--- config.mk ---
export PLATFORM = sky130hd
export DESIGN_NAME = seg_scan_decoder
export DESIGN_NICKNAME = d
export VERILOG_FILES = /design/src/rtl/seg_scan_decoder_pkg.sv /design/src/rtl/seven_seg_to_hex.sv /design/src/rtl/seg_scan_decoder.sv
export SDC_FILE = /design/constraint.sdc
export NUM_CORES = 1
export LEC_CHECK = 0
export BUFFER_PORTS_ARGS = -buffer_cell sky130_fd_sc_hd__buf_2
export CORE_ASPECT_RATIO = 0.7
export CORE_MARGIN = 3
export CORE_UTILIZATION = 25
export DETAILED_ROUTE_END_ITERATION = 16
export PLACE_DENSITY = 0.45
export SYNTH_ARGS = -nofsm -noshare
export SYNTH_HDL_FRONTEND = slang
export SYNTH_SLANG_ARGS = --single-unit
--- constraint.sdc ---
create_clock -name clk -period 2 [get_ports clk]
set_clock_uncertainty 0.1 [all_clocks]
set_input_delay 0.3 -clock clk [delete_from_list [all_inputs] [get_ports clk]]
set_output_delay 0.3 -clock clk [all_outputs]
set_load 0.02 [all_outputs]
--- src/rtl/seg_scan_decoder_pkg.sv ---
// Shared constants and types for the 7-segment display snoop path.
package seg_scan_decoder_pkg;

    // Glyphs on the active-low abcdefg bus (bit6 = a ... bit0 = g)
    localparam logic [6:0] GLYPH_0 = 7'b0000001;
    localparam logic [6:0] GLYPH_1 = 7'b1001111;
    localparam logic [6:0] GLYPH_2 = 7'b0010010;
    localparam logic [6:0] GLYPH_3 = 7'b0000110;
    localparam logic [6:0] GLYPH_4 = 7'b1001100;
    localparam logic [6:0] GLYPH_5 = 7'b0100100;
    localparam logic [6:0] GLYPH_6 = 7'b0100000;
    localparam logic [6:0] GLYPH_7 = 7'b0001111;
    localparam logic [6:0] GLYPH_8 = 7'b0000000;
    localparam logic [6:0] GLYPH_9 = 7'b0000100;
    localparam logic [6:0] GLYPH_A = 7'b0001000;
    localparam logic [6:0] GLYPH_B = 7'b1100000;
    localparam logic [6:0] GLYPH_C = 7'b0110001;
    localparam logic [6:0] GLYPH_D = 7'b1000010;
    localparam logic [6:0] GLYPH_E = 7'b0110000;
    localparam logic [6:0] GLYPH_F = 7'b0111000;

    // All anodes off: display blanked
    localparam logic [3:0] BLANK_AN = 4'b1111;

    // Dwell tracker states
    typedef enum logic [1:0] {
        ST_IDLE  = 2'd0,
        ST_TRACK = 2'd1,
        ST_HOLD  = 2'd2
    } scan_state_e;

    // Which digit the anode bus selects, if any
    typedef struct packed {
        logic       legal;
        logic [1:0] idx;
    } anode_sel_t;

    // Exactly one anode low selects a digit; anything else is not a digit
    function automatic anode_sel_t decode_anode(input logic [3:0] an);
        anode_sel_t sel;
        sel = '0;
        case (an)
            4'b1110: sel = '{legal: 1'b1, idx: 2'd0};
            4'b1101: sel = '{legal: 1'b1, idx: 2'd1};
            4'b1011: sel = '{legal: 1'b1, idx: 2'd2};
            4'b0111: sel = '{legal: 1'b1, idx: 2'd3};
            default: sel = '0;
        endcase
        return sel;
    endfunction

endpackage

--- src/rtl/seven_seg_to_hex.sv ---
// Combinational inverse of the active-low 7-segment hex glyph table.
module seven_seg_to_hex
    import seg_scan_decoder_pkg::*;
(
    input  logic [6:0] abcdefg,
    output logic [3:0] nibble,
    output logic       legal
);

    // Map a glyph back to its hex value; unknown patterns are flagged illegal
    always_comb begin
        nibble = '0;
        legal  = 1'b1;
        case (abcdefg)
            GLYPH_0: nibble = 4'h0;
            GLYPH_1: nibble = 4'h1;
            GLYPH_2: nibble = 4'h2;
            GLYPH_3: nibble = 4'h3;
            GLYPH_4: nibble = 4'h4;
            GLYPH_5: nibble = 4'h5;
            GLYPH_6: nibble = 4'h6;
            GLYPH_7: nibble = 4'h7;
            GLYPH_8: nibble = 4'h8;
            GLYPH_9: nibble = 4'h9;
            GLYPH_A: nibble = 4'hA;
            GLYPH_B: nibble = 4'hB;
            GLYPH_C: nibble = 4'hC;
            GLYPH_D: nibble = 4'hD;
            GLYPH_E: nibble = 4'hE;
            GLYPH_F: nibble = 4'hF;
            default: legal  = 1'b0;
        endcase
    end

endmodule

--- src/rtl/seg_scan_decoder.sv ---
// Snoops a multiplexed 4-digit common-anode display bus and recovers the
// 16-bit hex value shown, flagging stable glyphs that are not hex digits.
module seg_scan_decoder
    import seg_scan_decoder_pkg::*;
#(
    parameter int STABLE_CYCLES = 4,
    parameter int CNT_W         = 3
) (
    input  logic        clk,
    input  logic        reset,
    input  logic [3:0]  an,
    input  logic [6:0]  abcdefg,
    output logic [15:0] value,
    output logic        frame_valid,
    output logic [3:0]  digit_mask,
    output logic        decode_err,
    output logic [1:0]  err_digit
);

    localparam logic [CNT_W-1:0] CNT_SAT  = CNT_W'(STABLE_CYCLES);
    localparam logic [CNT_W-1:0] CNT_LAST = CNT_W'(STABLE_CYCLES - 1);
    localparam logic [CNT_W-1:0] CNT_ONE  = CNT_W'(1);

    scan_state_e      state_q;
    logic [CNT_W-1:0] cnt_q;
    logic [10:0]      prev_q;

    logic [15:0] shadow_q, shadow_d;
    logic [3:0]  mask_q, mask_d;
    logic        complete_q, complete_d;
    logic [15:0] value_q;
    logic        frame_valid_q;
    logic        decode_err_q;
    logic [1:0]  err_digit_q;

    anode_sel_t  sel;
    logic        same;
    logic        capture;
    logic [3:0]  nibble;
    logic        glyph_legal;

    seven_seg_to_hex u_glyph (
        .abcdefg (abcdefg),
        .nibble  (nibble),
        .legal   (glyph_legal)
    );

    // Classify the current bus sample against the previous one
    always_comb begin
        sel     = decode_anode(an);
        same    = ({an, abcdefg} == prev_q);
        capture = sel.legal && same && (state_q == ST_TRACK) && (cnt_q == CNT_LAST);
    end

    // Dwell tracker: counts consecutive identical legal samples, saturating
    always_ff @(posedge clk) begin
        if (reset) begin
            state_q <= ST_IDLE;
            cnt_q   <= '0;
            prev_q  <= {BLANK_AN, 7'h7F};
        end else begin
            prev_q <= {an, abcdefg};
            if (!sel.legal) begin
                state_q <= ST_IDLE;
                cnt_q   <= '0;
            end else if (!same) begin
                state_q <= ST_TRACK;
                cnt_q   <= CNT_ONE;
            end else begin
                case (state_q)
                    ST_IDLE: begin
                        state_q <= ST_TRACK;
                        cnt_q   <= cnt_q + CNT_ONE;
                    end
                    ST_TRACK: begin
                        if (capture) begin
                            state_q <= ST_HOLD;
                            cnt_q   <= CNT_SAT;
                        end else begin
                            cnt_q   <= cnt_q + CNT_ONE;
                        end
                    end
                    default: begin
                        state_q <= ST_HOLD;
                        cnt_q   <= CNT_SAT;
                    end
                endcase
            end
        end
    end

    // Next shadow/mask: a completed frame clears the mask before any new capture lands
    always_comb begin
        shadow_d   = shadow_q;
        mask_d     = complete_q ? '0 : mask_q;
        complete_d = 1'b0;
        if (capture && glyph_legal) begin
            shadow_d[{sel.idx, 2'b00} +: 4] = nibble;
            mask_d[sel.idx]                 = 1'b1;
            complete_d                      = (mask_d == 4'b1111);
        end
    end

    // Capture, frame publication and error pulse registers
    always_ff @(posedge clk) begin
        if (reset) begin
            shadow_q      <= '0;
            mask_q        <= '0;
            complete_q    <= 1'b0;
            value_q       <= '0;
            frame_valid_q <= 1'b0;
            decode_err_q  <= 1'b0;
            err_digit_q   <= '0;
        end else begin
            shadow_q      <= shadow_d;
            mask_q        <= mask_d;
            complete_q    <= complete_d;
            frame_valid_q <= complete_q;
            decode_err_q  <= capture && !glyph_legal;
            if (complete_q) begin
                value_q <= shadow_q;
            end
            if (capture && !glyph_legal) begin
                err_digit_q <= sel.idx;
            end
        end
    end

    assign value       = value_q;
    assign frame_valid = frame_valid_q;
    assign digit_mask  = mask_q;
    assign decode_err  = decode_err_q;
    assign err_digit   = err_digit_q;

endmodule
==> flow_summary.html, run 1 <==
<table>
<tr><th>Metric</th><th>Value</th></tr>
<tr><th colspan="2">Outcome</th></tr>
<tr><td>Run status</td><td>complete, no violations</td></tr>
<tr><th colspan="2">Worst setup path</th></tr>
<tr><td>Timing endpoint of the critical path</td><td>complete_q$_SDFF_PP0_</td></tr>
<tr><td>Required time at the endpoint of the critical path</td><td>2.17 ns</td></tr>
<tr><td>Worst path arrival time</td><td>~2.1 ns</td></tr>
<tr><td>Sort of element at the start of the critical path</td><td>flip-flop</td></tr>
<tr><td>Path depth of the worst reg2reg path</td><td>6</td></tr>
<tr><td>Largest driver fanout on the critical path</td><td>5</td></tr>
<tr><td>End of the worst register-to-register path</td><td>complete_q$_SDFF_PP0_</td></tr>
<tr><td>Source of the worst register-to-register timing path</td><td>prev_q[4]$_SDFF_PP1_</td></tr>
<tr><td>Launch point of the critical path</td><td>prev_q[4]$_SDFF_PP1_</td></tr>
<tr><td>Minimum setup slack among reg-to-reg paths</td><td>roughly 0.042 ns</td></tr>
<tr><td>Crit path kind</td><td>flip-flop to flip-flop</td></tr>
<tr><td>Setup crit end kind</td><td>flip-flop</td></tr>
<tr><th colspan="2">Floorplan</th></tr>
<tr><td>Die height</td><td>just over 90 microns</td></tr>
<tr><td>Width of the chip</td><td>~130 microns</td></tr>
<tr><td>Starting density of the core</td><td>26.0%</td></tr>
<tr><td>Number of top-level design ports</td><td>37</td></tr>
<tr><td>Die ar.</td><td>12300 sq um</td></tr>
<tr><td>Standard-cell rows</td><td>31</td></tr>
<tr><td>Placeable core region</td><td>~11000 sq um</td></tr>
<tr><th colspan="2">Synthesis</th></tr>
<tr><td>Unique cell type count in the Yosys netlist</td><td>between 50 and 60</td></tr>
<tr><td>Most instantiated flip-flop cell in the synthesis netlist</td><td>sky130_fd_sc_hd__dfxtp_1</td></tr>
<tr><td>Number of instances in the synthesized netlist</td><td>270</td></tr>
<tr><td>Synth warn</td><td>0</td></tr>
<tr><td>Share of the synthesized area in the top cell type</td><td>a little over two fifths</td></tr>
<tr><td>Cell area after synthesis</td><td>between 2000 and 3000 sq um</td></tr>
<tr><td>Total nets after synthesis</td><td>approximately 290</td></tr>
<tr><td>Library cell occupying the most area in the post-synthesis netlist</td><td>sky130_fd_sc_hd__dfxtp_1</td></tr>
<tr><td>Post-synthesis area per instance</td><td>10.1 sq um</td></tr>
<tr><td>Most numerous cell types in the synthesized netlist</td><td>57 x sky130_fd_sc_hd__dfxtp_1, 30 x sky130_fd_sc_hd__nor2_1, 16 x sky130_fd_sc_hd__mux2i_1</td></tr>
<tr><td>Biggest area contributors in the synthesized netlist</td><td>sky130_fd_sc_hd__dfxtp_1 42%, sky130_fd_sc_hd__mux2i_1 5.9%, sky130_fd_sc_hd__nor2_1 4.1%</td></tr>
<tr><td>Top-count cell post-synth</td><td>sky130_fd_sc_hd__dfxtp_1</td></tr>
<tr><td>Number of enable-type register cells in the synthesized netlist</td><td>0</td></tr>
<tr><td>Synth Register Bits</td><td>between 50 and 60</td></tr>
<tr><td>Share of the yosys chip area belonging to registers</td><td>approximately two fifths</td></tr>
<tr><td>Asr flop ratio synth</td><td>0%</td></tr>
<tr><th colspan="2">Global route</th></tr>
<tr><td>Pin count of the biggest net entering global routing</td><td>22</td></tr>
<tr><td>Overall Global Routing Usage</td><td>12.4%</td></tr>
<tr><td>Antenna violations before repair</td><td>0</td></tr>
<tr><td>Global-route wire length before repair</td><td>roughly 12000 microns</td></tr>
<tr><td>Residual overflow from global routing</td><td>0</td></tr>
<tr><td>Via count of the first global-routing pass</td><td>2250</td></tr>
<tr><th colspan="2">Layout</th></tr>
<tr><td>Net count, final</td><td>roughly 380</td></tr>
<tr><td>Synthesis-to-layout area growth</td><td>35.9%</td></tr>
<tr><td>Share of cells above drive strength 1</td><td>38.9%</td></tr>
<tr><td>Finished layout cell area</td><td>3720 sq um</td></tr>
<tr><td>Antenna Cells</td><td>0</td></tr>
<tr><td>Final cell count without fillers</td><td>a little over 500</td></tr>
<tr><th colspan="2">STA</th></tr>
<tr><td>Final Cycle Share</td><td>a little over nine tenths</td></tr>
<tr><td>Final-layout setup total negative slack</td><td>0 ns</td></tr>
<tr><td>Unrepaired setup endpoints after global routing</td><td>yes</td></tr>
<tr><td>Crit path time final</td><td>between 1.5 and 2 ns</td></tr>
<tr><td>Number of slew-limit violations in the final report</td><td>0</td></tr>
<tr><td>Worst relative slew slack</td><td>approximately three quarters</td></tr>
<tr><td>Hold Fails Final Rpt</td><td>0</td></tr>
<tr><td>Total setup violations reported at the end of the flow</td><td>0</td></tr>
<tr><td>Actual slew at the worst max-slew pin</td><td>approximately 0.38 ns</td></tr>
<tr><td>Timing-limited maximum frequency</td><td>between 500 and 600 MHz</td></tr>
<tr><td>Worst hold slack after final layout</td><td>roughly 0.14 ns</td></tr>
<tr><th colspan="2">Clocking</th></tr>
<tr><td>Number of setup buffers added after CTS</td><td>0</td></tr>
<tr><td>CTS sink cnt</td><td>57</td></tr>
<tr><td>Clock-pin slew on the worst setup and hold paths</td><td>approximately 0.050 ns</td></tr>
<tr><td>Cts hold-fix bufs</td><td>0</td></tr>
<tr><td>Maximum number of buffers from clock root to sink</td><td>2</td></tr>
<tr><td>CTS Root Buffer Type</td><td>sky130_fd_sc_hd__clkbuf_16</td></tr>
<tr><td>Clock tree from TritonCTS</td><td>done</td></tr>
<tr><td>Later-pin clock latency in the skew report</td><td>between 0.3 and 0.4 ns</td></tr>
<tr><td>Number of buffers created by CTS</td><td>9</td></tr>
<tr><td>Number of H-tree levels</td><td>3</td></tr>
<tr><th colspan="2">Routing</th></tr>
<tr><td>Residual DRC</td><td>0</td></tr>
<tr><td>Post-route ant nets</td><td>0</td></tr>
<tr><td>Aggregate routed wire length</td><td>around 7000 microns</td></tr>
<tr><td>Average wire per standard cell</td><td>about 14 microns</td></tr>
<tr><td>Via density</td><td>4.40</td></tr>
<tr><td>Number of vias after detailed routing</td><td>around 2200</td></tr>
<tr><td>Initial DRC Count</td><td>about 110</td></tr>
<tr><td>Total iterations of the first detailed-routing run</td><td>4</td></tr>
<tr><th colspan="2">Place</th></tr>
<tr><td>Placed Cells incl. Taps</td><td>492</td></tr>
<tr><td>Port bufs</td><td>36</td></tr>
<tr><td>Routability-driven placement congestion ratio</td><td>between 0.7 and 0.8</td></tr>
<tr><td>DPL Wire Length</td><td>between 5000 and 6000 microns</td></tr>
<tr><td>Post-Place Cell Area</td><td>3420 sq um</td></tr>
<tr><th colspan="2">Pwr</th></tr>
<tr><td>Total power</td><td>between 2 and 3 mW</td></tr>
<tr><td>Power density cells</td><td>778 nW/um^2</td></tr>
<tr><td>Worst vdd rail ir drop</td><td>around 0.41 mV</td></tr>
<tr><td>Leakage Power</td><td>about 1.6 nW</td></tr>
<tr><th colspan="2">Job</th></tr>
<tr><td>Max-cap violations</td><td>0</td></tr>
<tr><th colspan="2">Worst hold path</th></tr>
<tr><td>Class of the tightest hold or removal check</td><td>input pin to flip-flop</td></tr>
</table>
==> state kept, by name, indices dropped and copies added, names as in the netlist <==
register	count
decode_err	1
frame_valid	1
prev_q	11
value	16
complete_q	1
digit_mask	4
cnt_q	3
shadow_q	16
state_q	2
err_digit	2
==> cells in the final DEF (no fill, tap or decap), types with 3 or more instances in the layout <==
cell type	instances
sky130_fd_sc_hd__a31oi_4	4
sky130_fd_sc_hd__a21oi_1	6
sky130_fd_sc_hd__clkbuf_8	4
sky130_fd_sc_hd__mux2i_1	16
sky130_fd_sc_hd__ha_1	8
sky130_fd_sc_hd__nor3_1	3
sky130_fd_sc_hd__a22o_1	10
sky130_fd_sc_hd__buf_2	35
sky130_fd_sc_hd__nand4_1	3
sky130_fd_sc_hd__o2bb2ai_1	9
sky130_fd_sc_hd__or2_2	11
sky130_fd_sc_hd__nand2_1	9
sky130_fd_sc_hd__buf_4	54
sky130_fd_sc_hd__inv_1	7
sky130_fd_sc_hd__o21ai_0	7
sky130_fd_sc_hd__nor4b_1	5
sky130_fd_sc_hd__nand3_1	8
sky130_fd_sc_hd__nor2_1	30
sky130_fd_sc_hd__dfxtp_1	56
sky130_fd_sc_hd__xor2_1	11
sky130_fd_sc_hd__nand4b_1	4
sky130_fd_sc_hd__clkbuf_16	9
sky130_fd_sc_hd__and2_1	3
==> through the flow <==
stage,utilization (%),setup slack (ns)
floorplan,-,-0.0297
global placement,32.5,-0.226
detailed placement,32.5,-0.240
CTS,35.3,0.0212
global route,35.4,-0.0653
finish,35.4,0.0415
==> power by group <==
| group | switching (mW) | internal (mW) | leakage (nW) |
|---|---|---|---|
| Clock | 0.479 | 0.966 | 0.149 |
| Sequential | 0.00627 | 1.15 | 0.462 |
| Combinational | 0.150 | 0.137 | 0.966 |
==> layout make-up <==
cell class	count	area [sq um]
fill	1066	6790
sequential	57	1140
clock inverter	2	10.0
clock buffer	14	284
tap	148	185
timing repair buffer	91	608
inverter	7	26.3
multi-input combinational	189	1460
==> worst min path at each step <==
| stage | startpoint | end | slack [ns] | cells past startpoint |
|---|---|---|---|---|
| final | an[2] | prev_q[9]$_SDFF_PP1_ | 0.14 | 2 |
| after detailed placement | shadow_q[7]$_SDFFE_PP0P_ | shadow_q[7]$_SDFFE_PP0P_ | 0.35 | 1 |
| after CTS | an[2] | prev_q[9]$_SDFF_PP1_ | 0.13 | 2 |
| after global placement | shadow_q[7]$_SDFFE_PP0P_ | shadow_q[7]$_SDFFE_PP0P_ | 0.36 | 1 |
| after global routing | an[2] | prev_q[9]$_SDFF_PP1_ | 0.15 | 2 |
| after floorplan | an[0] | prev_q[7]$_SDFF_PP1_ | 0.31 | 1 |
==> cells by family after synthesis <==
kind of cell / Yosys count / share of synthesized area, %
adders and majority gates: 8 / 3.66
muxes: 16 / 5.85
DFF: 57 / 41.7
AOI/OAI and AO/OA: 49 / 15.5
xor gates and xnor gates: 15 / 5.08
and+or+nand+nor: 101 / 22.2
buffers and inverters: 24 / 5.94
==> routing by layer <==
metal	wire length, microns	vias up	GRT usage (%)	share of wire, %
met4	109	0	4.71	1.6
li1	-	1144	-	-
met5	0	-	0	0
met1	3990	1032	18.7	57
met2	2500	47	15.7	36
met3	392	13	4.34	5.6
==> worst max-delay path: stages (launching register included) <==
cell and delay [ns]:
sky130_fd_sc_hd__dfxtp_2 0.32, sky130_fd_sc_hd__xor2_2 0.15, sky130_fd_sc_hd__nor4_4 0.34, sky130_fd_sc_hd__nand3_2 0.16, sky130_fd_sc_hd__or3_4 0.45, sky130_fd_sc_hd__nor3_4 0.21, sky130_fd_sc_hd__and3_1 0.19
==> what timing repair did <==
action,CTS,global route
setup endpoints to repair,5,21
pin swaps,2,4
resized for setup,0,2
hold endpoints to repair,0,0
Note: power is estimated with default switching activity, not from simulation.
==> inputs of run 2 (changes only) <==
Settings changed: CORE_ASPECT_RATIO 0.7 to not set.
==> run 2 against run 1 <==
Design area fell by 3.8%. Total power fell by 4.6%. Fmax fell by 0.42%. Non-clock buffer count fell by 11. Sequential power barely moved. Worst hold slack got worse by 0.014 ns. Die area fell by 0.16%. Critical path depth did not move. Largest cell class unchanged.
==> flow_summary.html, run 2 (synthesized netlist as in run 1, its figures left out) <==
<table>
<tr><th>Metric</th><th>Value</th></tr>
<tr><th colspan="2">Clocking</th></tr>
<tr><td>CTS Root Buffer Type</td><td>sky130_fd_sc_hd__clkbuf_8</td></tr>
<tr><td>Maximum number of buffers from clock root to sink</td><td>2 (unchanged)</td></tr>
<tr><td>Number of H-tree levels</td><td>3 (unchanged)</td></tr>
<tr><td>Number of buffers created by CTS</td><td>9 (unchanged)</td></tr>
<tr><td>Cts hold-fix bufs</td><td>0 (unchanged)</td></tr>
<tr><td>CTS sink cnt</td><td>57 (unchanged)</td></tr>
<tr><td>Clock tree from TritonCTS</td><td>done</td></tr>
<tr><td>Clock-pin slew on the worst setup and hold paths</td><td>0.07 ns (+0.02 ns)</td></tr>
<tr><td>Later-pin clock latency in the skew report</td><td>0.34 ns (+0.02 ns)</td></tr>
<tr><th colspan="2">Place</th></tr>
<tr><td>Port bufs</td><td>36 (unchanged)</td></tr>
<tr><td>DPL Wire Length</td><td>4810 microns (-9.7%)</td></tr>
<tr><td>Worst setup slack after placement</td><td>-0.232 ns (+0.00813 ns)</td></tr>
<tr><td>Routability-driven placement congestion ratio</td><td>0.781 (-0.46%)</td></tr>
<tr><th colspan="2">STA</th></tr>
<tr><td>Unrepaired setup endpoints after global routing</td><td>yes</td></tr>
<tr><td>Number of slew-limit violations in the final report</td><td>0 (unchanged)</td></tr>
<tr><td>Final-layout setup total negative slack</td><td>0 ns (unchanged)</td></tr>
<tr><td>Timing-limited maximum frequency</td><td>508 MHz (-0.42%)</td></tr>
<tr><td>Total setup violations reported at the end of the flow</td><td>0 (unchanged)</td></tr>
<tr><td>Final Cycle Share</td><td>98.3% (+0.41 points)</td></tr>
<tr><td>Hold Fails Final Rpt</td><td>0 (unchanged)</td></tr>
<tr><td>Post-route setup slack</td><td>0.0332 ns (-0.00830 ns)</td></tr>
<tr><td>Worst relative slew slack</td><td>74.7% (+0.75 points)</td></tr>
<tr><td>Worst hold slack after final layout</td><td>0.131 ns (-0.0142 ns)</td></tr>
<tr><td>Crit path time final</td><td>1.97 ns (+0.00830 ns)</td></tr>
<tr><td>Actual slew at the worst max-slew pin</td><td>0.374 ns (-0.0111 ns)</td></tr>
<tr><th colspan="2">Worst setup path</th></tr>
<tr><td>Setup crit end kind</td><td>flip-flop</td></tr>
<tr><td>Largest driver fanout on the critical path</td><td>5 (unchanged)</td></tr>
<tr><td>Critical-path cell with the highest stage delay</td><td>sky130_fd_sc_hd__or3_4</td></tr>
<tr><td>Minimum setup slack among reg-to-reg paths</td><td>0.03 ns (about the same)</td></tr>
<tr><td>Required time at the endpoint of the critical path</td><td>2.18 ns (about the same)</td></tr>
<tr><td>Crit path kind</td><td>flip-flop to flip-flop</td></tr>
<tr><td>Source of the worst register-to-register timing path</td><td>prev_q[3]$_SDFF_PP1_</td></tr>
<tr><td>CP Cell Sequence</td><td>xor2_2 -&gt; nor4_4 -&gt; nand3_2 -&gt; or3_4 -&gt; nor3_4 -&gt; and3_1</td></tr>
<tr><td>Crit-path max cell delay</td><td>0.45 ns (about the same)</td></tr>
<tr><td>Worst path arrival time</td><td>2.14 ns (about the same)</td></tr>
<tr><td>Buf/Inv on CP</td><td>0 (unchanged)</td></tr>
<tr><td>End of the worst register-to-register path</td><td>complete_q$_SDFF_PP0_</td></tr>
<tr><td>Delay-heaviest family, CP</td><td>simple AND/OR/NAND/NOR gates</td></tr>
<tr><td>Path depth of the worst reg2reg path</td><td>6 (unchanged)</td></tr>
<tr><td>Sort of element at the start of the critical path</td><td>flip-flop</td></tr>
<tr><th colspan="2">Global route</th></tr>
<tr><td>Antenna violations before repair</td><td>0 (unchanged)</td></tr>
<tr><td>Global-route wire length before repair</td><td>10900 microns (-6.0%)</td></tr>
<tr><td>Pin count of the biggest net entering global routing</td><td>20 (-9.1%)</td></tr>
<tr><td>Overall Global Routing Usage</td><td>10.7% (-1.6 points)</td></tr>
<tr><td>Via count of the first global-routing pass</td><td>2071 (-8.0%)</td></tr>
<tr><td>Residual overflow from global routing</td><td>0 (unchanged)</td></tr>
<tr><th colspan="2">Floorplan</th></tr>
<tr><td>Die height</td><td>111 microns (+18%)</td></tr>
<tr><td>Starting density of the core</td><td>26.2% (+0.12 points)</td></tr>
<tr><td>Number of top-level design ports</td><td>37 (unchanged)</td></tr>
<tr><td>Width of the chip</td><td>111 microns (-16%)</td></tr>
<tr><td>Die ar.</td><td>12200 sq um (-0.16%)</td></tr>
<tr><td>Placeable core region</td><td>10500 sq um (-0.46%)</td></tr>
<tr><td>Standard-cell rows</td><td>37 (+19%)</td></tr>
<tr><th colspan="2">Layout</th></tr>
<tr><td>Net count, final</td><td>365 (-2.9%)</td></tr>
<tr><td>Synthesis-to-layout area growth</td><td>30.7%</td></tr>
<tr><td>Utilization of the core after routing</td><td>34.2% (-1.2 points)</td></tr>
<tr><td>Share of cells above drive strength 1</td><td>37.2% (-1.6 points)</td></tr>
<tr><td>Top library cells by usage in the layout, fill and taps aside</td><td>56 x sky130_fd_sc_hd__dfxtp_1, 43 x sky130_fd_sc_hd__buf_4, 35 x sky130_fd_sc_hd__buf_2</td></tr>
<tr><td>Antenna Cells</td><td>0 (unchanged)</td></tr>
<tr><td>Leading cell type in the layout, fill and taps excluded</td><td>sky130_fd_sc_hd__dfxtp_1</td></tr>
<tr><th colspan="2">Worst hold path</th></tr>
<tr><td>Class of the tightest hold or removal check</td><td>input pin to flip-flop</td></tr>
<tr><td>Min-Delay Startpoint</td><td>an[2]</td></tr>
<tr><td>Number of cells on the worst hold path</td><td>2 (unchanged)</td></tr>
<tr><td>End point of the worst hold path</td><td>prev_q[9]$_SDFF_PP1_</td></tr>
<tr><th colspan="2">Pwr</th></tr>
<tr><td>Leakage Power</td><td>1.50 nW (-4.9%)</td></tr>
<tr><td>Power density cells</td><td>772 nW/um^2 (-0.79%)</td></tr>
<tr><td>Worst vdd rail ir drop</td><td>0.384 mV (-5.8%)</td></tr>
<tr><td>Total power</td><td>2.76 mW (-4.6%)</td></tr>
<tr><th colspan="2">Routing</th></tr>
<tr><td>Total iterations of the first detailed-routing run</td><td>4 (unchanged)</td></tr>
<tr><td>Initial DRC Count</td><td>103 (-4.6%)</td></tr>
<tr><td>Aggregate routed wire length</td><td>6260 microns (-10%)</td></tr>
<tr><td>Via density</td><td>4.49 (+1.9%)</td></tr>
<tr><td>Number of vias after detailed routing</td><td>2176 (-2.7%)</td></tr>
<tr><td>Average wire per standard cell</td><td>12.9 microns (-6.2%)</td></tr>
<tr><td>Post-route ant nets</td><td>0 (unchanged)</td></tr>
<tr><td>Residual DRC</td><td>0 (unchanged)</td></tr>
<tr><th colspan="2">Job</th></tr>
<tr><td>Max-cap violations</td><td>0 (unchanged)</td></tr>
<tr><th colspan="2">Outcome</th></tr>
<tr><td>Run status</td><td>complete, no violations</td></tr>
</table>
-- run 2: layout make-up --
| cell class | instances | area, sq um |
|---|---|---|
| timing repair buffer | 80 | 526 |
| clock buffer | 9 | 124 |
| multi-input combinational | 189 | 1460 |
| inverter | 7 | 26.3 |
| fill | 1124 | 6890 |
| sequential | 57 | 1140 |
| tap | 136 | 170 |
| clock inverter | 7 | 125 |
-- run 2: timing repair --
| action | CTS | global route |
|---|---|---|
| pin swaps | 1 | 5 |
| endpoints found under the setup margin | 5 | 14 |
| gates resized for setup | 0 | 2 |
| buffers inserted | 0 | 1 |
-- run 2: stage by stage --
step	std cells	area, sq um
3_5_place_dp	468	3320
5_1_grt	485	3580
3_3_place_gp	468	3320
6_report	485	3580
2_1_floorplan	270	2780
4_1_cts	484	3560
-- run 2: worst max path at each step --
stage,from,endpoint,cells past startpoint
floorplan,abcdefg[2],shadow_q[13]$_SDFFE_PP0P_,7
detailed placement,abcdefg[5],shadow_q[9]$_SDFFE_PP0P_,8
global placement,abcdefg[5],shadow_q[9]$_SDFFE_PP0P_,8
global route,prev_q[3]$_SDFF_PP1_,complete_q$_SDFF_PP0_,6
CTS,prev_q[3]$_SDFF_PP1_,complete_q$_SDFF_PP0_,6
finish,prev_q[3]$_SDFF_PP1_,complete_q$_SDFF_PP0_,6
-- run 2: power by group --
part | total [mW] | internal, mW | leakage [nW] | switching, mW
Combinational | 0.261 | 0.122 | 0.912 | 0.139
Clock | 1.34 | 0.840 | 0.124 | 0.503
Sequential | 1.16 | 1.15 | 0.462 | 0.00637
-- run 2: layer usage --
metal / GRT usage, % / routed length (microns)
met1: 15.1 / 3170
met2: 15.7 / 2790
met3: 2.68 / 200
met4: 4.19 / 105
met5: 0 / 0
==> inputs of run 3 (changes only) <==
Settings changed: PLACE_DENSITY 0.45 to 0.44, SYNTH_HIERARCHICAL set to 1.
==> run 3 against run 2 <==
Sequential power about the same. Highest routed layer unchanged. Register-to-register slack improved by 0.13 ns. Non-clock buffer count increased by 24. The flow now finishes with violations (negative setup slack).
==> flow_summary.html, run 3 <==
<table>
<tr><th>Metric</th><th>Value</th></tr>
<tr><th colspan="2">Outcome</th></tr>
<tr><td>Run status</td><td>complete, but fails checks</td></tr>
<tr><td>Violations in the final reports</td><td>negative setup slack</td></tr>
<tr><th colspan="2">Layout</th></tr>
<tr><td>Leading cell type in the layout, fill and taps excluded</td><td>sky130_fd_sc_hd__buf_4</td></tr>
<tr><td>Antenna Cells</td><td>0 (unchanged)</td></tr>
<tr><td>Fillers</td><td>1133 (+0.80%)</td></tr>
<tr><td>FF/Latch Area</td><td>1140 sq um (-0.11%)</td></tr>
<tr><td>Net count, final</td><td>424 (+16%)</td></tr>
<tr><td>Top library cells by usage in the layout, fill and taps aside</td><td>62 x sky130_fd_sc_hd__buf_4, 57 x sky130_fd_sc_hd__dfxtp_1, 32 x sky130_fd_sc_hd__mux2i_1</td></tr>
<tr><td>Utilization of the core after routing</td><td>37.7% (+3.5 points)</td></tr>
<tr><td>Synthesis-to-layout area growth</td><td>45.9%</td></tr>
<tr><td>Final cell count without fillers</td><td>546 (+13%)</td></tr>
<tr><td>Share of cells above drive strength 1</td><td>38.4% (+1.2 points)</td></tr>
<tr><td>Multi-input gate area in the final layout</td><td>1720 sq um (+18%)</td></tr>
<tr><th colspan="2">Routing</th></tr>
<tr><td>Residual DRC</td><td>0 (unchanged)</td></tr>
<tr><td>Via density</td><td>4.52 (+0.79%)</td></tr>
<tr><td>Initial DRC Count</td><td>125 (+21%)</td></tr>
<tr><td>Total iterations of the first detailed-routing run</td><td>4 (unchanged)</td></tr>
<tr><td>Number of vias after detailed routing</td><td>2469 (+13%)</td></tr>
<tr><td>Aggregate routed wire length</td><td>7070 microns (+13%)</td></tr>
<tr><td>Post-route ant nets</td><td>0 (unchanged)</td></tr>
<tr><td>Average wire per standard cell</td><td>13.0 microns (+0.35%)</td></tr>
<tr><th colspan="2">Clocking</th></tr>
<tr><td>Clock tree from TritonCTS</td><td>done</td></tr>
<tr><td>Number of buffers created by CTS</td><td>9 (unchanged)</td></tr>
<tr><td>CTS Root Buffer Type</td><td>sky130_fd_sc_hd__clkbuf_16</td></tr>
<tr><td>Maximum number of buffers from clock root to sink</td><td>2 (unchanged)</td></tr>
<tr><td>Cts hold-fix bufs</td><td>0 (unchanged)</td></tr>
<tr><td>Number of H-tree levels</td><td>3 (unchanged)</td></tr>
<tr><td>Later-pin clock latency in the skew report</td><td>0.33 ns (about the same)</td></tr>
<tr><td>CTS sink cnt</td><td>57 (unchanged)</td></tr>
<tr><td>Clock-pin slew on the worst setup and hold paths</td><td>0.05 ns (-0.02 ns)</td></tr>
<tr><th colspan="2">STA</th></tr>
<tr><td>Hold Fails Final Rpt</td><td>0 (unchanged)</td></tr>
<tr><td>Crit path time final</td><td>2.13 ns (+0.168 ns)</td></tr>
<tr><td>Actual slew at the worst max-slew pin</td><td>0.422 ns (+0.0482 ns)</td></tr>
<tr><td>Worst hold slack after final layout</td><td>0.102 ns (-0.0282 ns)</td></tr>
<tr><td>Post-route setup slack</td><td>-0.135 ns (-0.168 ns)</td></tr>
<tr><td>Number of slew-limit violations in the final report</td><td>0 (unchanged)</td></tr>
<tr><td>Final Cycle Share</td><td>107% (+8.4 points)</td></tr>
<tr><td>Unrepaired setup endpoints after global routing</td><td>yes</td></tr>
<tr><td>Total setup violations reported at the end of the flow</td><td>22 (+22)</td></tr>
<tr><td>Worst relative slew slack</td><td>71.5% (-3.2 points)</td></tr>
<tr><td>Timing-limited maximum frequency</td><td>468 MHz (-7.9%)</td></tr>
<tr><th colspan="2">Synthesis</th></tr>
<tr><td>Share of the yosys chip area belonging to registers</td><td>40.4% (-1.3 points)</td></tr>
<tr><td>Post-synthesis area per instance</td><td>9.29 sq um (-8.3%)</td></tr>
<tr><td>Number of instances in the synthesized netlist</td><td>304 (+13%)</td></tr>
<tr><td>Synth Register Bits</td><td>57 (unchanged)</td></tr>
<tr><td>Total nets after synthesis</td><td>326 (+12%)</td></tr>
<tr><td>Share of the synthesized area in the top cell type</td><td>40.4% (-1.3 points)</td></tr>
<tr><td>Most numerous cell types in the synthesized netlist</td><td>57 x sky130_fd_sc_hd__dfxtp_1, 32 x sky130_fd_sc_hd__mux2i_1, 30 x sky130_fd_sc_hd__nor2_1</td></tr>
<tr><td>Asr flop ratio synth</td><td>0% (unchanged)</td></tr>
<tr><td>Library cell occupying the most area in the post-synthesis netlist</td><td>sky130_fd_sc_hd__dfxtp_1</td></tr>
<tr><td>Synth warn</td><td>6 (+6)</td></tr>
<tr><td>Cell area after synthesis</td><td>2820 sq um (+3.2%)</td></tr>
<tr><td>Unique cell type count in the Yosys netlist</td><td>55 (unchanged)</td></tr>
<tr><td>Biggest area contributors in the synthesized netlist</td><td>sky130_fd_sc_hd__dfxtp_1 40%, sky130_fd_sc_hd__mux2i_1 11%, sky130_fd_sc_hd__ha_1 4.0%</td></tr>
<tr><td>Top-count cell post-synth</td><td>sky130_fd_sc_hd__dfxtp_1</td></tr>
<tr><td>Most instantiated flip-flop cell in the synthesis netlist</td><td>sky130_fd_sc_hd__dfxtp_1</td></tr>
<tr><td>Number of enable-type register cells in the synthesized netlist</td><td>0 (unchanged)</td></tr>
<tr><th colspan="2">Global route</th></tr>
<tr><td>Via count of the first global-routing pass</td><td>2463 (+19%)</td></tr>
<tr><td>Overall Global Routing Usage</td><td>12.0% (+1.2 points)</td></tr>
<tr><td>Global-route wire length before repair</td><td>12000 microns (+11%)</td></tr>
<tr><td>Antenna violations before repair</td><td>0 (unchanged)</td></tr>
<tr><td>Pin count of the biggest net entering global routing</td><td>31 (+55%)</td></tr>
<tr><td>Residual overflow from global routing</td><td>0 (unchanged)</td></tr>
<tr><th colspan="2">Worst setup path</th></tr>
<tr><td>Required time at the endpoint of the critical path</td><td>2.16 ns (-0.02 ns)</td></tr>
<tr><td>Source of the worst register-to-register timing path</td><td>cnt_q[0]$_SDFF_PP0_</td></tr>
<tr><td>Timing endpoint of the critical path</td><td>err_digit[1]$_SDFFE_PP0P_</td></tr>
<tr><td>Sort of element at the start of the critical path</td><td>input pin</td></tr>
<tr><td>Worst path arrival time</td><td>2.29 ns (+0.15 ns)</td></tr>
<tr><td>Crit-path max cell delay</td><td>0.33 ns (-0.12 ns)</td></tr>
<tr><td>Launch point of the critical path</td><td>abcdefg[5]</td></tr>
<tr><td>Crit path kind</td><td>input pin to flip-flop</td></tr>
<tr><td>Minimum setup slack among reg-to-reg paths</td><td>0.16 ns (+0.13 ns)</td></tr>
<tr><td>Largest driver fanout on the critical path</td><td>7 (+2)</td></tr>
<tr><td>Critical-path cell with the highest stage delay</td><td>sky130_fd_sc_hd__or3_1</td></tr>
<tr><td>End of the worst register-to-register path</td><td>digit_mask[2]$_SDFF_PP0_</td></tr>
<tr><td>Most common cell type on the critical path</td><td>sky130_fd_sc_hd__buf_4</td></tr>
<tr><td>Path depth of the worst reg2reg path</td><td>9 (+3)</td></tr>
<tr><td>CP Cell Sequence</td><td>buf_8 -&gt; buf_4 -&gt; and2_1 -&gt; a32oi_1 -&gt; a21boi_2 -&gt; o2111ai_2 -&gt; buf_4 -&gt; nor3_4 -&gt; a21bo_2 -&gt; or3_1 -&gt; a21oi_1</td></tr>
<tr><td>Setup crit end kind</td><td>flip-flop</td></tr>
<tr><th colspan="2">Floorplan</th></tr>
<tr><td>Die ar.</td><td>12600 sq um (+3.0%)</td></tr>
<tr><td>Number of top-level design ports</td><td>37 (unchanged)</td></tr>
<tr><td>Placeable core region</td><td>10900 sq um (+4.5%)</td></tr>
<tr><td>Standard-cell rows</td><td>38 (+2.7%)</td></tr>
<tr><td>Width of the chip</td><td>112 microns (+1.5%)</td></tr>
<tr><td>Starting density of the core</td><td>25.8% (-0.33 points)</td></tr>
<tr><td>Die height</td><td>112 microns (+1.5%)</td></tr>
<tr><th colspan="2">Place</th></tr>
<tr><td>Port bufs</td><td>36 (unchanged)</td></tr>
<tr><td>Routability-driven placement congestion ratio</td><td>0.818 (+4.8%)</td></tr>
<tr><td>Placed Cells incl. Taps</td><td>522 (+12%)</td></tr>
<tr><td>DPL Wire Length</td><td>5110 microns (+6.1%)</td></tr>
<tr><th colspan="2">Job</th></tr>
<tr><td>Max-cap violations</td><td>0 (unchanged)</td></tr>
<tr><th colspan="2">Pwr</th></tr>
<tr><td>Proportion of power drawn by flip-flops and latches</td><td>37.9% (-4.0 points)</td></tr>
<tr><td>Power density cells</td><td>741 nW/um^2 (-4.0%)</td></tr>
<tr><td>Total internal power</td><td>2.38 mW (+13%)</td></tr>
<tr><td>Combinational cell fraction of total power</td><td>10.1% (+0.6 points)</td></tr>
<tr><td>Worst vdd rail ir drop</td><td>0.360 mV (-6.3%)</td></tr>
<tr><td>Switching power share of the total</td><td>22.0% (-1.5 points)</td></tr>
<tr><td>Total power</td><td>3.05 mW (+11%)</td></tr>
<tr><td>Switching Power</td><td>0.670 mW (+3.4%)</td></tr>
<tr><td>Leakage Power</td><td>1.78 nW (+19%)</td></tr>
<tr><td>Share of power burned in the clock network</td><td>52.0% (+3.3 points)</td></tr>
<tr><th colspan="2">Worst hold path</th></tr>
<tr><td>Class of the tightest hold or removal check</td><td>input pin to flip-flop</td></tr>
</table>
## run 3: worst min-delay path by stage
stage / start / endpoint / slack [ns] / depth (start not counted)
finish: abcdefg[4] / prev_q[4]$_SDFF_PP1_ / 0.10 / 2
global route: abcdefg[4] / prev_q[4]$_SDFF_PP1_ / 0.10 / 2
CTS: abcdefg[4] / prev_q[4]$_SDFF_PP1_ / 0.09 / 2
detailed placement: shadow_q[0]$_SDFFE_PP0P_ / shadow_q[0]$_SDFFE_PP0P_ / 0.37 / 2
global placement: err_digit[0]$_SDFFE_PP0P_ / err_digit[0]$_SDFFE_PP0P_ / 0.37 / 2
floorplan: abcdefg[0] / prev_q[0]$_SDFF_PP1_ / 0.31 / 1
## run 3: per-layer routing
metal  share of wire [%]  global-route usage, %
met1                  48                   15.2
met3                 3.5                   2.86
met2                  45                   18.2
met4                 3.5                   7.77
met5                   0                      0
## run 3: cell families after synthesis
kind of cell / share of synthesized area, %
AOI/OAI and AO/OA: 9.57
xor gates and xnor gates: 5.27
adders and majority gates: 3.99
buffers and inverters: 3.81
DFF: 40.4
muxes: 11.3
and+or+nand+nor: 25.6
## run 3: repair_timing
action,4_1_cts,5_1_grt
buffers inserted,7,2
pin swaps,15,10
gates resized for setup,33,8
setup endpoints to repair,23,26
## run 3: layout make-up
cell class / instances / share of cell area, %
Clock buffer: 9 / 5.47
Clock inverter: 6 / 2.03
Inverter: 5 / 0.456
Multi-Input combinational cell: 225 / 41.7
Sequential cell: 57 / 27.7
Tap cell: 140 / 4.25
Timing Repair Buffer: 104 / 18.4
## run 3: power groups by stage
stage / logic (mW) / registers (mW) / clock network [mW]
finish: 0.307 / 1.16 / 1.59
global route: 0.340 / 1.16 / 1.70
CTS: 0.303 / 1.16 / 1.64
detailed placement: 0.276 / 1.18 / 0
global placement: 0.276 / 1.18 / 0
floorplan: 0.153 / 1.18 / 0
## run 3: metrics by stage
| step | worst slack (ns) | setup TNS [ns] | area (sq um) |
|---|---|---|---|
| 4_1_cts | -0.124 | -1.77 | 4060 |
| 5_1_grt | -0.269 | -5.17 | 4120 |
| 2_1_floorplan | -0.495 | -8.61 | 2870 |
| 3_5_place_dp | -0.607 | -12.93 | 3570 |
| 6_report | -0.135 | -2.02 | 4120 |
| 3_3_place_gp | -0.592 | -12.61 | 3570 |
## run 3: critical path: cells and delay by family
kind / cells / cell delay (ns)
buffers and inverters: 3 / 0.44
AND/OR/NAND/NOR: 3 / 0.59
AO/OA/AOI/OAI: 5 / 0.95
